## src/rtl/hilbert_pkg.sv

```systemverilog
//------------------------------------------------------------------------------
// Module  : hilbert_pkg
// Brief   : Shared types, coefficient ROM and rounding/saturation helpers for
//           the Hilbert FIR.
// Rev     : 1.0  initial release
//------------------------------------------------------------------------------
`default_nettype none

package hilbert_pkg;

    localparam int CW_DEF = 16;
    localparam int QC_DEF = 15;

    typedef enum logic [1:0] {
        S_IDLE  = 2'd0,
        S_MAC   = 2'd1,
        S_ROUND = 2'd2
    } state_t;

    // Number of nonzero antisymmetric tap pairs for a type-III length.
    function automatic int nmac(input int ntaps);
        return (ntaps + 1) / 4;
    endfunction

    // Hamming-windowed ideal Hilbert taps, Q15, for NTAPS=31 (k = 2j+1).
    function automatic int coef(input int j);
        case (j)
            0:       return 20651;
            1:       return 6343;
            2:       return 3213;
            3:       return 1753;
            4:       return 922;
            5:       return 440;
            6:       return 192;
            7:       return 111;
            default: return 0;
        endcase
    endfunction

    // Arithmetic shift right with half-up rounding; negative sh shifts left.
    function automatic longint round_shr(input longint v, input int sh);
        if (sh <= 0) return v <<< (-sh);
        return (v + (longint'(1) <<< (sh - 1))) >>> sh;
    endfunction

    function automatic longint sat_val(input longint v, input int m);
        longint hi;
        longint lo;
        hi = (longint'(1) <<< (m - 1)) - 1;
        lo = -(longint'(1) <<< (m - 1));
        if (v > hi) return hi;
        if (v < lo) return lo;
        return v;
    endfunction

endpackage

`default_nettype wire

```

## src/rtl/hilbert_mac.sv

```systemverilog
//------------------------------------------------------------------------------
// Module  : hilbert_mac
// Brief   : Hilbert FIR datapath: pre-subtract, pipelined multiply, accumulate,
//           round and saturate. Optional macro: HILBERT_FIR_SATFLAG_EN (ovf_o).
// Rev     : 1.0  initial release
//------------------------------------------------------------------------------
`default_nettype none

module hilbert_mac
    import hilbert_pkg::*;
#(
    parameter int N  = 16,
    parameter int QN = 10,
    parameter int M  = 16,
    parameter int QM = 10,
    parameter int CW = CW_DEF,
    parameter int QC = QC_DEF,
    parameter int NM = 8,
    parameter int JW = 4
) (
    input  logic                clock,
    input  logic                reset,
    input  logic                clr_i,
    input  logic                mul_en_i,
    input  logic                rnd_i,
    input  logic [JW-1:0]       j_i,
    input  logic signed [N-1:0] pos_i,
    input  logic signed [N-1:0] neg_i,
    input  logic signed [N-1:0] ctr_i,
    output logic signed [M-1:0] yi_o,
    output logic signed [M-1:0] yq_o
`ifdef HILBERT_FIR_SATFLAG_EN
    ,
    output logic                ovf_o
`endif
);

    localparam int DW = N + 1;
    localparam int PW = DW + CW;
    localparam int AW = PW + $clog2(NM);
    localparam int SH = QN + QC - QM;

    logic signed [DW-1:0] w_diff;
    logic signed [CW-1:0] w_coef;
    logic signed [PW-1:0] w_prod;
    logic signed [PW-1:0] prod_q;
    logic                 pv_q;
    logic signed [AW-1:0] acc_q;
    logic signed [M-1:0]  yi_q, yq_q, w_yi, w_yq;
    longint               w_q_full, w_i_full;

    assign w_diff = DW'(pos_i) - DW'(neg_i);
    assign w_coef = CW'(coef(int'(j_i)));
    assign w_prod = PW'(w_diff) * PW'(w_coef);

    always_comb begin
        w_q_full = round_shr(longint'(acc_q), SH);
        w_i_full = round_shr(longint'(ctr_i), QN - QM);
        w_yq     = M'(sat_val(w_q_full, M));
        w_yi     = M'(sat_val(w_i_full, M));
    end

    // The product is registered; pv_q marks a product awaiting accumulation.
    always_ff @(posedge clock) begin
        if (reset) begin
            prod_q <= '0;
            pv_q   <= 1'b0;
            acc_q  <= '0;
            yi_q   <= '0;
            yq_q   <= '0;
        end else begin
            pv_q <= mul_en_i;
            if (mul_en_i) prod_q <= w_prod;
            if (clr_i)     acc_q <= '0;
            else if (pv_q) acc_q <= acc_q + AW'(prod_q);
            if (rnd_i) begin
                yi_q <= w_yi;
                yq_q <= w_yq;
            end
        end
    end

    assign yi_o = yi_q;
    assign yq_o = yq_q;

`ifdef HILBERT_FIR_SATFLAG_EN
    logic ovf_q;
    always_ff @(posedge clock) begin
        if (reset)      ovf_q <= 1'b0;
        else if (rnd_i) ovf_q <= (w_q_full != longint'(w_yq)) || (w_i_full != longint'(w_yi));
    end
    assign ovf_o = ovf_q;
`endif

endmodule

`default_nettype wire

```

## src/rtl/hilbert_fir.sv

```systemverilog
//------------------------------------------------------------------------------
// Module  : hilbert_fir
// Brief   : Sequential type-III Hilbert FIR producing an I/Q pair per sample.
//           Optional macro: HILBERT_FIR_SATFLAG_EN adds the ovf output.
// Rev     : 1.0  initial release
//------------------------------------------------------------------------------
`default_nettype none

module hilbert_fir
    import hilbert_pkg::*;
#(
    parameter int NTAPS = 31,
    parameter int N     = 16,
    parameter int QN    = 10,
    parameter int M     = 16,
    parameter int QM    = 10,
    parameter int CW    = CW_DEF,
    parameter int QC    = QC_DEF
) (
    input  logic                clock,
    input  logic                reset,
    input  logic                start,
    input  logic signed [N-1:0] X,
    output logic                ready,
    output logic signed [M-1:0] Yi,
    output logic signed [M-1:0] Yq
`ifdef HILBERT_FIR_SATFLAG_EN
    ,
    output logic                ovf
`endif
);

    localparam int C  = (NTAPS - 1) / 2;
    localparam int NM = nmac(NTAPS);
    localparam int JW = $clog2(NM + 1);

    state_t              state_q, state_d;
    logic [JW-1:0]       j_q, j_d;
    logic                ready_q, ready_d;
    logic signed [N-1:0] d_q [NTAPS];
    logic                w_accept, w_mul_en, w_rnd;
    logic signed [N-1:0] w_pos, w_neg;

    always_ff @(posedge clock) begin
        if (reset) begin
            state_q <= S_IDLE;
            j_q     <= '0;
            ready_q <= 1'b0;
            for (int i = 0; i < NTAPS; i++) d_q[i] <= '0;
        end else begin
            state_q <= state_d;
            j_q     <= j_d;
            ready_q <= ready_d;
            if (w_accept) begin
                d_q[0] <= X;
                for (int i = 1; i < NTAPS; i++) d_q[i] <= d_q[i-1];
            end
        end
    end

    // MAC runs one extra step (j == NM) to drain the registered product.
    always_comb begin
        state_d  = state_q;
        j_d      = j_q;
        ready_d  = ready_q;
        w_accept = 1'b0;
        w_mul_en = 1'b0;
        w_rnd    = 1'b0;
        case (state_q)
            S_IDLE: begin
                if (start) begin
                    w_accept = 1'b1;
                    ready_d  = 1'b0;
                    j_d      = '0;
                    state_d  = S_MAC;
                end
            end
            S_MAC: begin
                w_mul_en = (j_q < JW'(NM));
                j_d      = j_q + JW'(1);
                if (j_q == JW'(NM)) state_d = S_ROUND;
            end
            S_ROUND: begin
                w_rnd   = 1'b1;
                ready_d = 1'b1;
                state_d = S_IDLE;
            end
            default: state_d = S_IDLE;
        endcase
    end

    always_comb begin
        w_pos = '0;
        w_neg = '0;
        for (int jj = 0; jj < NM; jj++) begin
            if (j_q == JW'(jj)) begin
                w_pos = d_q[C - 2*jj - 1];
                w_neg = d_q[C + 2*jj + 1];
            end
        end
    end

    hilbert_mac #(
        .N  (N),
        .QN (QN),
        .M  (M),
        .QM (QM),
        .CW (CW),
        .QC (QC),
        .NM (NM),
        .JW (JW)
    ) u_mac (
        .clock    (clock),
        .reset    (reset),
        .clr_i    (w_accept),
        .mul_en_i (w_mul_en),
        .rnd_i    (w_rnd),
        .j_i      (j_q),
        .pos_i    (w_pos),
        .neg_i    (w_neg),
        .ctr_i    (d_q[C]),
        .yi_o     (Yi),
        .yq_o     (Yq)
`ifdef HILBERT_FIR_SATFLAG_EN
        ,
        .ovf_o    (ovf)
`endif
    );

    assign ready = ready_q;

endmodule

`default_nettype wire

```

## config.mk

```make
export PLATFORM = sky130hd
export DESIGN_NAME = hilbert_fir
export DESIGN_NICKNAME = d
export VERILOG_FILES = /design/src/rtl/hilbert_pkg.sv /design/src/rtl/hilbert_mac.sv /design/src/rtl/hilbert_fir.sv
export SDC_FILE = /design/constraint.sdc
export NUM_CORES = 2
export LEC_CHECK = 0
export CAP_MARGIN = 15
export CORE_MARGIN = 2
export CORE_UTILIZATION = 45
export DETAILED_ROUTE_END_ITERATION = 7
export PLACE_DENSITY = 0.63
export SLEW_MARGIN = 10
export SYNTH_ARGS = -nofsm -noshare
export SYNTH_HDL_FRONTEND = slang
export SYNTH_SLANG_ARGS = --single-unit
```

## constraint.sdc

```tcl
create_clock -name clock -period 22.3 [get_ports clock]
set_input_delay 4.46 -clock clock [delete_from_list [all_inputs] [get_ports clock]]
set_output_delay 4.46 -clock clock [all_outputs]
set_load 0.01 [all_outputs]
```

==> metrics.txt <==
# TYPE chip_impl_metric gauge
chip_impl_metric{name="cp_data_arrival_time",unit="ns"} 11.87
chip_impl_metric{name="site_rows",unit=""} 104
chip_impl_info{name="worst-setup-path-type",value="reg2reg"} 1
chip_impl_metric{name="die-area",unit="um2"} 84260
chip_impl_info{name="library_cell_with_the_largest_summed_area_after_synthesis",value="sky130_fd_sc_hd__edfxtp_1"} 1
chip_impl_metric{name="global_route.overflow_total",unit=""} 0
chip_impl_metric{name="max_cap_violations",unit=""} 0
chip_impl_metric{name="final_area",unit="um2"} 40560
chip_impl_info{name="end_kind",value="flip-flop"} 1
chip_impl_metric{name="dr.first_iter.drc_count",unit=""} 2015
chip_impl_metric{name="final_antenna_net_count",unit=""} 0
chip_impl_metric{name="maximum_clock_skew_at_final_layout",unit="ns"} 0.05408
chip_impl_metric{name="synth_enable_flop_cells",unit=""} 496
chip_impl_metric{name="finalSetupViolCount",unit=""} 0
chip_impl_info{name="path_delay_family",value="adder cells"} 1
chip_impl_metric{name="final_max_slew_viol_count",unit=""} 0
chip_impl_metric{name="synth.mux.area_fraction",unit=""} 0.006853
chip_impl_metric{name="flow.area_growth_from_synthesis",unit="%"} 9.968
chip_impl_metric{name="timing_hold_violations_final",unit=""} 0
chip_impl_metric{name="multi_input_comb_area",unit="um2"} 17580
chip_impl_metric{name="floorplan.initialDensity",unit=""} 0.4564
chip_impl_metric{name="post_synth_and_or_nand_nor_area_fraction",unit=""} 0.1768
chip_impl_metric{name="seqCellArea",unit="um2"} 17360
chip_impl_metric{name="compound_gate_fraction_of_synth_area",unit=""} 0.09130
chip_impl_metric{name="path_clk_slew",unit="ns"} 0.07
chip_impl_metric{name="global_route_wire_length_before_repair",unit="mm"} 139.5
chip_impl_info{name="worstHoldStart",value="u_mac.yi_o[10]$_SDFFE_PP0P_"} 1
chip_impl_metric{name="io_buffers",unit=""} 51
chip_impl_metric{name="total_length_of_routed_wires",unit="mm"} 88.80
chip_impl_metric{name="detailroute.via_count",unit=""} 24840
chip_impl_metric{name="synthesis.nets",unit=""} 3816
chip_impl_info{name="worst_setup_path_start_kind",value="flip-flop"} 1
chip_impl_metric{name="nFillCells",unit=""} 7215
chip_impl_metric{name="first_global_vias",unit=""} 24260
chip_impl_metric{name="synth_fa_ha_area_frac",unit=""} 0.1786
chip_impl_metric{name="drc_errors",unit=""} 0
chip_impl_metric{name="synth_seq_cells",unit=""} 619
chip_impl_info{name="rsz_0062_raised_after_global_routing",value="false"} 1
chip_impl_metric{name="synth-xor-area-share",unit=""} 0.02256
chip_impl_metric{name="detailed_place_hpwl",unit="mm"} 60.70
chip_impl_info{name="synth-main-ff-cell",value="sky130_fd_sc_hd__edfxtp_1"} 1
chip_impl_metric{name="syn-cell-area",unit="um2"} 36880
chip_impl_metric{name="cts.repair.resized",unit=""} 0
chip_impl_metric{name="track_usage",unit=""} 0.2083
chip_impl_info{name="cts_root_buf",value="sky130_fd_sc_hd__clkbuf_16"} 1
chip_impl_info{name="critical_path.reg2reg.endpoint",value="u_mac.prod_q[29]$_SDFFE_PP0P_"} 1
chip_impl_metric{name="worst_hold_slack",unit="ns"} 0.4536
chip_impl_metric{name="design.final.nets",unit=""} 3778
chip_impl_metric{name="finalWorstSetupSlack",unit="ns"} 10.99
chip_impl_metric{name="syn_inst",unit=""} 3417
chip_impl_info{name="critical_path.slowest_cell",value="sky130_fd_sc_hd__xor2_1"} 1
chip_impl_metric{name="ios",unit=""} 52
chip_impl_metric{name="maximum_number_of_pins_on_one_net_before_global_route_repair",unit=""} 290
chip_impl_info{name="synth_top_family_by_area",value="adder cells"} 1
chip_impl_info{name="synth_area_leaders",value="sky130_fd_sc_hd__edfxtp_1 (40%), sky130_fd_sc_hd__fa_1 (13%), sky130_fd_sc_hd__dfxtp_1 (6.7%)"} 1
chip_impl_metric{name="cts_buffers",unit=""} 70
chip_impl_metric{name="final_min_period_over_clock_period",unit=""} 0.5070
chip_impl_metric{name="r2r.worst_path.cells",unit=""} 40
chip_impl_metric{name="cts_setup_buffers",unit=""} 0
chip_impl_metric{name="reg_to_reg_setup_timing_slack",unit="ns"} 10.99
chip_impl_metric{name="largest_incremental_delay_on_the_critical_path",unit="ns"} 0.77
chip_impl_info{name="hold_path_class",value="reg2reg"} 1
chip_impl_metric{name="insertedDiodeCount",unit=""} 0
chip_impl_metric{name="setup_tns",unit="ns"} 0
chip_impl_info{name="r2r-start",value="j_q[1]$_SDFFE_PP0P_"} 1
chip_impl_metric{name="vias_per_cell",unit=""} 5.523
chip_impl_metric{name="fraction_of_synthesis_flops_using_an_asynchronous_set_or_reset_pin",unit=""} 0
chip_impl_metric{name="final_layout_size_suffix_gt1_frac",unit=""} 0.05295
chip_impl_metric{name="yosysTopAreaCellShare",unit=""} 0.4039
chip_impl_metric{name="die_w",unit="um"} 290.3
chip_impl_metric{name="critical_path.max_fanout",unit=""} 32
chip_impl_metric{name="initial_antenna_violation_count",unit=""} 0
chip_impl_metric{name="crit_buf_inv",unit=""} 5
chip_impl_metric{name="whs_path_depth",unit=""} 2
chip_impl_metric{name="clock.fmax",unit="MHz"} 88.45
chip_impl_metric{name="clk-insertion-delay-late",unit="ns"} 0.64
chip_impl_metric{name="ys_seq_area_frac",unit=""} 0.4706
chip_impl_metric{name="floorplan.die.height",unit="um"} 290.3
chip_impl_metric{name="layout_min_cycle_time",unit="ns"} 11.31
chip_impl_metric{name="max-clock-path-buffers",unit=""} 3
chip_impl_metric{name="synth.avg_cell_area",unit="um2"} 10.79
chip_impl_metric{name="yosys_warn_count",unit=""} 0
chip_impl_metric{name="clock-sinks",unit=""} 619
chip_impl_metric{name="pre_cts_slack",unit="ns"} 11.11
chip_impl_metric{name="dpl_cell_area",unit="um2"} 38290
chip_impl_info{name="hold-path-endpoint",value="u_mac.yi_o[10]$_SDFFE_PP0P_"} 1
chip_impl_metric{name="gp_congestion",unit=""} 0.9373
chip_impl_metric{name="detail_route.first_pass.iterations",unit=""} 7
chip_impl_info{name="outcome",value="finished clean"} 1
chip_impl_metric{name="wire_per_inst",unit="um"} 19.75
chip_impl_metric{name="cts_hold_buf",unit=""} 0
chip_impl_metric{name="tightestPinTransition",unit="ns"} 1.278
chip_impl_metric{name="cp.required",unit="ns"} 22.86
chip_impl_metric{name="synth.lib_cells_used.distinct",unit=""} 74
chip_impl_metric{name="worst_slew_margin_rel",unit=""} 0.1477
chip_impl_metric{name="maximum_level_of_the_cts_h_tree",unit=""} 3
chip_impl_metric{name="floorplan.core_area",unit="um2"} 80810
chip_impl_info{name="cts_tree",value="built"} 1
## cell type report
class	instances	area share
Clock buffer	90	0.04606
Sequential cell	619	0.4280
Tap cell	1060	0.03270
Clock inverter	40	0.009687
Inverter	317	0.02965
Multi-Input combinational cell	2280	0.4335
Timing Repair Buffer	91	0.02042
## worst max path at each step
stage / end / startpoint / cells past startpoint / slack [ns]
after floorplan: d_q[0][0]$_SDFFCE_PN0P_ / reset / 5 / 2.48
after global placement: u_mac.prod_q[32]$_SDFFE_PP0P_ / j_q[1]$_SDFFE_PP0P_ / 42 / 11.34
after detailed placement: u_mac.prod_q[32]$_SDFFE_PP0P_ / j_q[1]$_SDFFE_PP0P_ / 42 / 11.11
after CTS: u_mac.prod_q[32]$_SDFFE_PP0P_ / j_q[1]$_SDFFE_PP0P_ / 42 / 11.04
after global routing: u_mac.prod_q[29]$_SDFFE_PP0P_ / j_q[1]$_SDFFE_PP0P_ / 42 / 10.12
final: u_mac.prod_q[29]$_SDFFE_PP0P_ / j_q[1]$_SDFFE_PP0P_ / 40 / 10.99
## per-stage QoR
step,util,std cells
after CTS,0.5019,4497
after detailed placement,0.4739,4367
final,0.5019,4497
after global placement,0.4739,4367
after global routing,0.5019,4497
after floorplan,-,3417
## worst reg2reg max path: cells and delay by family, from the launching register on
family	cells	cell delay [ns]
compound gates	16	3.84
xor+xnor	2	0.93
fa+ha+maj	9	4.14
buf+inv	5	0.67
flops	1	0.41
simple gates	8	1.27
## sequential cells by signal, summed over array words and instances, names as in the netlist, named ones only
name and count:
j_q 4, state_q 2, u_mac.yq_o 16, d_q 496, ready 1, u_mac.pv_q 1
u_mac.acc_q 36, u_mac.yi_o 16, u_mac.prod_q 33
## synth_stat cells, drive strengths merged (10+ instances only)
master,number
dfxtp,123
fa,236
nor2,269
o211ai,12
ha,144
edfxtp,496
xnor2,61
nor2b,237
nand4,11
and2,13
o21a,11
o21ai,80
a221oi,64
a21oi,180
clkbuf,186
nand2,277
a21o,33
nand2b,27
a31oi,14
nor3,48
mux2i,23
xor2,34
and3,301
buf,15
inv,315
nand3,28
o22ai,10
nor3b,11
a211oi,50
## layout by cell type, fill, tap and decap left out, drive strengths merged, types with 61 or more instances in the layout
cell      n
nand2   277
o21ai    80
nor2b   237
ha      144
a21oi   180
edfxtp  496
and3    301
dfxtp   123
fa      236
xnor2    61
nor2    269
inv     318
clkbuf   90
a221oi   64
## logic make-up (layout without fill, tap and decap cells)
| group | count (synthesis) | in the layout |
|---|---|---|
| mux | 25 | 25 |
| compound gates | 511 | 511 |
| fa+ha+maj | 386 | 386 |
| simple gates | 1263 | 1263 |
| flops | 619 | 619 |
| xor+xnor | 95 | 95 |
| buf+inv | 518 | 538 |
## layer usage
metal,global-route usage,vias to the layer above,share of wire
met4,0.06529,0,0.030
met1,0.2856,12390,0.44
met2,0.3405,615,0.48
met5,0,-,0
met3,0.03288,140,0.051
li1,-,11700,-
Power is left out: the tool's default activity adds up to more than one toggle a clock period on the data nets, which glitch-free logic cannot reach.
